$ cat src/rtl/keypad_scanner.sv
// 4x4 active-low matrix keypad scanner: rotating column drive, 2-flop row synchronizer,
// press/release debounce, one key code per accepted press.
module keypad_scanner #(
    parameter int SETTLE_CYCLES = 4,
    parameter int DEBOUNCE      = 4
) (
    input  logic       keypad_clk,
    input  logic       rst_n,
    input  logic [3:0] row_in,
    output logic [3:0] col_sel,
    output logic [3:0] key_code,
    output logic       key_valid,
    output logic       key_down,
    output logic [1:0] dbg_state_o
);

    localparam int DW = (SETTLE_CYCLES > 1) ? $clog2(SETTLE_CYCLES) : 1;
    localparam int CW = $clog2(DEBOUNCE + 1);
    localparam logic [DW-1:0] DWELL_LAST = DW'(SETTLE_CYCLES - 1);
    localparam logic [CW-1:0] CNT_DONE   = CW'(DEBOUNCE);

    typedef enum logic [1:0] {
        SCAN     = 2'd0,
        DEBOUNCE_S = 2'd1,
        HELD     = 2'd2,
        RELEASE  = 2'd3
    } state_t;

    state_t        state_q, state_d;
    logic [3:0]    sync1_q, row_s_q;
    logic [DW-1:0] dwell_q, dwell_d;
    logic [1:0]    col_q, col_d;
    logic [1:0]    row_q, row_d;
    logic [CW-1:0] match_q, match_d;
    logic [CW-1:0] rel_q, rel_d;
    logic [3:0]    code_q, code_d;
    logic          valid_q, valid_d;
    logic          down_q, down_d;

    logic          sample;
    logic          cand_low;
    logic          advance;
    logic [1:0]    lowest_row;

    always_ff @(posedge keypad_clk or negedge rst_n) begin
        if (!rst_n) begin
            sync1_q <= 4'hF;
            row_s_q <= 4'hF;
        end else begin
            sync1_q <= row_in;
            row_s_q <= sync1_q;
        end
    end

    always_ff @(posedge keypad_clk or negedge rst_n) begin
        if (!rst_n) begin
            state_q <= SCAN;
            dwell_q <= '0;
            col_q   <= 2'd0;
            row_q   <= 2'd0;
            match_q <= '0;
            rel_q   <= '0;
            code_q  <= 4'd0;
            valid_q <= 1'b0;
            down_q  <= 1'b0;
        end else begin
            state_q <= state_d;
            dwell_q <= dwell_d;
            col_q   <= col_d;
            row_q   <= row_d;
            match_q <= match_d;
            rel_q   <= rel_d;
            code_q  <= code_d;
            valid_q <= valid_d;
            down_q  <= down_d;
        end
    end

    assign sample   = (dwell_q == DWELL_LAST);
    assign cand_low = ~row_s_q[row_q];

    always_comb begin
        lowest_row = 2'd0;
        if (!row_s_q[0])      lowest_row = 2'd0;
        else if (!row_s_q[1]) lowest_row = 2'd1;
        else if (!row_s_q[2]) lowest_row = 2'd2;
        else                  lowest_row = 2'd3;
    end

    // The dwell counter keeps running while the column is frozen so sample points
    // stay SETTLE_CYCLES apart; it restarts only when the column moves.
    always_comb begin
        state_d = state_q;
        col_d   = col_q;
        dwell_d = sample ? '0 : dwell_q + 1'b1;
        row_d   = row_q;
        match_d = match_q;
        rel_d   = rel_q;
        code_d  = code_q;
        valid_d = 1'b0;
        down_d  = down_q;
        advance = 1'b0;

        case (state_q)
            SCAN: begin
                if (sample) begin
                    if (row_s_q == 4'hF) begin
                        advance = 1'b1;
                    end else begin
                        row_d   = lowest_row;
                        match_d = CW'(1);
                        state_d = DEBOUNCE_S;
                    end
                end
            end
            DEBOUNCE_S: begin
                if (match_q == CNT_DONE) begin
                    code_d  = {col_q, row_q};
                    valid_d = 1'b1;
                    down_d  = 1'b1;
                    match_d = '0;
                    state_d = HELD;
                end else if (sample) begin
                    if (cand_low) begin
                        match_d = match_q + 1'b1;
                    end else begin
                        match_d = '0;
                        advance = 1'b1;
                        state_d = SCAN;
                    end
                end
            end
            HELD: begin
                if (sample && !cand_low) begin
                    rel_d   = CW'(1);
                    state_d = RELEASE;
                end
            end
            RELEASE: begin
                if (rel_q == CNT_DONE) begin
                    down_d  = 1'b0;
                    rel_d   = '0;
                    advance = 1'b1;
                    state_d = SCAN;
                end else if (sample) begin
                    if (!cand_low) begin
                        rel_d = rel_q + 1'b1;
                    end else begin
                        rel_d   = '0;
                        state_d = HELD;
                    end
                end
            end
            default: state_d = SCAN;
        endcase

        if (advance) begin
            col_d   = col_q + 2'd1;
            dwell_d = '0;
        end
    end

    // key_valid is a single-cycle strobe with no backpressure; key_code is valid
    // on that cycle and holds until the next accepted press.
    assign col_sel     = ~(4'b0001 << col_q);
    assign key_code    = code_q;
    assign key_valid   = valid_q;
    assign key_down    = down_q;
    assign dbg_state_o = state_q;

endmodule

$ cat config.mk
export PLATFORM = sky130hd
export DESIGN_NAME = keypad_scanner
export DESIGN_NICKNAME = d
export VERILOG_FILES = /design/src/rtl/keypad_scanner.sv
export SDC_FILE = /design/constraint.sdc
export NUM_CORES = 1
export LEC_CHECK = 0
export BUFFER_PORTS_ARGS = -buffer_cell sky130_fd_sc_hd__clkbuf_2
export CORE_MARGIN = 2
export CORE_UTILIZATION = 50
export DETAILED_ROUTE_END_ITERATION = 10
export PLACE_DENSITY = 0.69
export SLEW_MARGIN = 30
export SYNTH_ARGS = -nofsm -noshare
export SYNTH_HDL_FRONTEND = slang
export SYNTH_SLANG_ARGS = --single-unit
$ cat constraint.sdc
create_clock -name keypad_clk -period 2.12 [get_ports keypad_clk]
set_input_delay 0.318 -clock keypad_clk [delete_from_list [all_inputs] [get_ports keypad_clk]]
set_output_delay 0.318 -clock keypad_clk [all_outputs]
set_load 0.02 [all_outputs]
* After elaboration in Yosys (flattened, before gate mapping) *
Cells that the tools add are included.

word-level totals
  register bits after elaboration = 28
  word-level logic and storage cells = 86
  output and inout bits = 12
  bits of input ports = 6

operators by class
  add/sub/neg operators = 4
  order comparisons = 1
  shifts and indexed selects = 1
  bitwise operators = 2
  multiplexer cells = 40
  reductions and logical operators = 11
  equality and inequality tests = 16

operators with widths
  cell                 count
  $mux 3               9
  $mux 2               13
  $mux 1               12
  $ne 3x3->1 const B   4
  $pmux 3 s2           2
  $ne 2x2->1 const B   5
  $reduce_and 3->1     3
  $pmux 2 s4           1
  $reduce_and 7->1     1
  $add 3x1->3 const B  2
  $eq 2x2->1 const B   3
  $eq 3x3->1 const B   2
  $reduce_bool 2->1    3
  $add 2x1->2 const B  2
  $eq 4x4->1 const B   1
  $not 4->4            1
  $reduce_and 4->1     1
  $shl 1x2->4 const A  1
  $lt 2x3->1 const B   1
  $pmux 1 s3           1
  $bmux 1 s2           1
  $eq 2x1->1 const B   1
  $logic_not 2->1      1
  $pmux 1 s2           1
  3 further kinds      3

* Logic depth before layout (Yosys ltp) *
  depth in word-level cells = 7
  mapped depth = 6
  mapped depth without buffers = 6

* Least setup slack after synthesis *
OpenSTA, ideal clock, no wires.

  path kind = reg-to-reg
  start = reg state_q[1] (netlist: dbg_state_o[1])
  end = reg col_q[1]
  data required time = 1995 ps
  path buffers = 1
  path slack = 326 ps
  setup time = 125 ps
  arrival = 1670 ps
  period minus slack after synthesis = 1794 ps
  stages on the path, launching flop included = 6
  cell sequence = dfrtp_1 buf_2 and2b_1 nand2_1 o21ai_0 mux2_2

between the ends
  longest elaborated chain between the ends = 2
  elaborated cells between the ends (all ways) = 4
  classes of those cells = 2 x eq/ne; 1 x mux; 1 x reduce/logical

RTL lines
  item                                      line  text
  from (decl)                               29    state_t state_q, state_d;
  from (signal assigned)                    67    state_q <= state_d;
  $eq 2x2->1, or another cell as far along  104   case (state_q)
  $pmux 1 s3 *                              104
  to (signal assigned)                      69    col_q <= col_d;
  to (decl)                                 32    logic [1:0] col_q, col_d;

Mark *: on every way between the ends. The rest lies on a longest branch, timed or not.
A chain may end at the register's enable or synchronous reset.

* Final worst setup path *
  start = reg dwell_q[0]
  end = reg col_q[1]

between the ends
  longest elaborated chain between the ends = 4
  elaborated cells between the ends (all ways) = 5
  classes of those cells = 1 x eq/ne; 4 x mux

RTL lines
  item                    line  text
  from (decl)             31    logic [DW-1:0] dwell_q, dwell_d;
  from (signal assigned)  68    dwell_q <= dwell_d;
  $eq 2x2->1 *            79    assign sample = (dwell_q == DWELL_LAST);
  $mux 1                  123   end else if (sample) begin
  $mux 1                  117   if (match_q == CNT_DONE) begin
  $pmux 1 s3 *            104

Marked as above.

==> impl_results.md <==
- CP Capture Type: register
- Rel. slew slack: 56.4%
- Final Max Tran Viols: 0
- Pin count of the biggest net entering global routing: 29
- WP data arrival: 2.06 ns
- # diodes: 0
- Crit path max fanout: 11
- Vias in the first global route: 916
- CTS tree: built
- Worst Max-Slew Pin Slew: 0.647 ns
- Ratio of cells with drive above 1 in the final layout: around 27%
- Htree depth: 1
- Initial antenna violation count: 0
- Cells after synthesis: 121
- Hold Vio Cnt, Final: 2
- Die W: approximately 56 um
- CP Class: reg -> reg
- Setup TNS: 0 ns
- Routed wl met2: 1.02 mm
- Placed Instances: around 170
- Global-route wire length before repair: 3.84 mm
- R2r endpoint: col_q[1]$_DFFE_PN0P_
- Initial DRT Pass Iterations: 4
- Routed wire length: 2.14 mm
- Initial Util: a little over half
- Vias per cell: 5.26
- Post-Syn Nets: 136
- Postcts setup bufs: 0
- FF-to-FF Start: dwell_q[0]$_DFF_PN0_
- Sequential Power Share: 44.5%
- Die area: 0.00312 mm2
- Clock skew: approximately 0.0020 ns
- Seq/Total Area, Yosys: 52.8%
- Gr usage total: 15.3%
- Via count: a little over 900
- DRC Markers: 0
- IR drop worst, VDD: around 0.72 mV
- Worst hold margin: -0.000550 ns
- Number of synthesized flops with an enable pin: 0
- Critical path startpoint: dwell_q[0]$_DFF_PN0_
- CP Launch Type: register
- Hold crit path type: in -> async
- Power Dens Cells: around 1100 mW/mm2
- Pre-CTS setup slack: 0.306 ns
- Failing checks: negative hold slack
- Post-synthesis instance area: approximately 0.0013 mm2
- Final min period: 1.85 ns
- Met3 wire length: approximately 80 um
- Post-CTS Resized: 0
- Synthesis-stage register bit count: 28
- CTS clock-pin slew for the worst setup and hold paths: 0.14 ns
- CTS Buffer Depth: 2
- Yosys warning total: 0
- Cts bufs inserted: 3
- Sw Ratio: 38.8%
- Antenna-violating nets left: 0
- Max layer used: met4
- Power share of the clock group: 14.7%
- DRT iter0 DRCs: 18
- Post-synth ARST share: 100%
- CP Data Required Time: 2.34 ns
- Leak: between 0.7 and 0.8 nW
- Post-placement cell area: approximately 0.0015 mm2
- Number of hold buffers added after CTS: 0
- Post-synthesis average cell area: 11.1 um2
- Reg2Reg Setup Slack: 0.27 ns
- P_int: 1.04 mW
- Core ar.: roughly 0.0025 mm2
- Finished Cell Area: between 0.0015 and 0.002 mm2
- Critical path destination: col_q[1]$_DFFE_PN0P_
- Die Ht: 55.9 um
- # nets final: 158
- Main synth FF type: dfrtp_1
- WL per Instance: approximately 12 um
- Root buffer cell: clkbuf_4
- Psw: 0.656 mW
- RePlAce Congestion: 0.872
- Reg2Reg Depth: 5
- Final Power: 1.69 mW
- Finished Core Util: 59.8%
- Area Overhead vs Synth: 12.0%
- Status: finished, violations left
- Final worst-path cycle share: 87.1%
- Max Fclk: approximately 0.54 GHz
- Wl on met1: 1.02 mm
- Aggregate global routing overflow: 0
- Sinks on Clock Net: 28
- Comb pwr share: 40.8%
- IO Pins: 18
- Post-synth cell types: 35
- RSZ-0062 raised after global routing: false
- Max cap viols: 0
- Rows: 18
- Final number of setup-violating endpoints: 0
- Detailed Place HPWL: 1.66 mm
- Worst setup margin: 0.273 ns
- Clk_lat worst skew: 0.31 ns
- Final Non-Filler Cells: ~170
- Buffers added on ports: 17
==> placed cells by master (no fill, tap or decap), types with 2 or more instances in the layout <==
cell,instances
clkbuf_2,17
dfrtp_1,20
ha_1,9
nor3b_1,2
mux2_2,3
a21o_1,2
nand3_1,3
a21oi_1,5
and4_1,2
nand2b_1,2
buf_4,3
inv_1,15
dfstp_2,8
nand4_1,2
nand2_1,16
o21ai_0,11
clkbuf_4,3
==> routing by layer <==
layer	up-vias	GRT usage [%]
li1	460	-
met2	16	26.9
met1	427	18.2
met4	0	6.12
met5	-	0
met3	2	3.26
==> final cells by class <==
cell class                 count  area (um2)
fill                         227        1010
timing repair buffer          20         108
sequential                    28         711
tap                           30        37.5
multi-input combinational     75         559
inverter                      15        56.3
clock buffer                   4        36.3
==> state kept, by name, indices dropped and copies added (netlist names) <==
signal	count
col_q	2
dbg_state_o	2
dwell_q	2
key_code	4
key_down	1
key_valid	1
match_q	3
rel_q	3
row_q	2
row_s_q	4
sync1_q	4
==> power groups by stage <==
stage / combinational (mW) / sequential [mW] / clock (mW)
after global placement: 0.686 / 0.763 / 0
after floorplan: 0.414 / 0.828 / 0
after global routing: 0.772 / 0.774 / 0.282
final: 0.691 / 0.753 / 0.248
after CTS: 0.702 / 0.757 / 0.260
after detailed placement: 0.700 / 0.769 / 0
==> worst min path at each step <==
stage	start	end	slack, ns
after detailed placement	sync1_q[1]$_DFF_PN1_	row_s_q[1]$_DFF_PN1_	0.35
after global placement	sync1_q[3]$_DFF_PN1_	row_s_q[3]$_DFF_PN1_	0.35
final	rst_n	key_down$_DFFE_PN0P_	-0.0005
after global routing	row_in[1]	sync1_q[1]$_DFF_PN1_	0.03
after CTS	rst_n	rel_q[1]$_DFFE_PN0P_	0.02
after floorplan	rst_n	col_q[0]$_DFFE_PN0P_	0.02
==> critical path: stages (launching register included) <==
cell     delay, ns
dfrtp_1       0.38
ha_1          0.36
nor3b_1       0.35
a21oi_1       0.11
o21ai_0       0.17
mux2_2        0.38
==> synthesized netlist by cell type (2+ instances only) <==
master,n,area share (%)
dfrtp_1,20,37
nor3b_1,2,1.1
ha_1,9,8.4
mux2_2,3,2.5
nand2_1,16,4.5
o21ai_0,11,4.1
inv_1,15,4.2
nand4_1,2,0.93
dfstp_2,8,16
a21oi_1,5,1.9
nand3_1,3,1.1
nand2b_1,2,0.93
and4_1,2,1.3
a21o_1,2,1.1
==> kinds of logic after synthesis <==
group | after synthesis | share of synthesized area, %
buf+inv | 18 | 5.67
fa+ha+maj | 9 | 8.36
compound gates | 28 | 14.8
mux | 4 | 4.18
flops | 28 | 52.8
simple gates | 33 | 13.6
xor+xnor | 1 | 0.651
No activity file was read; power rests on OpenSTA's default activity.
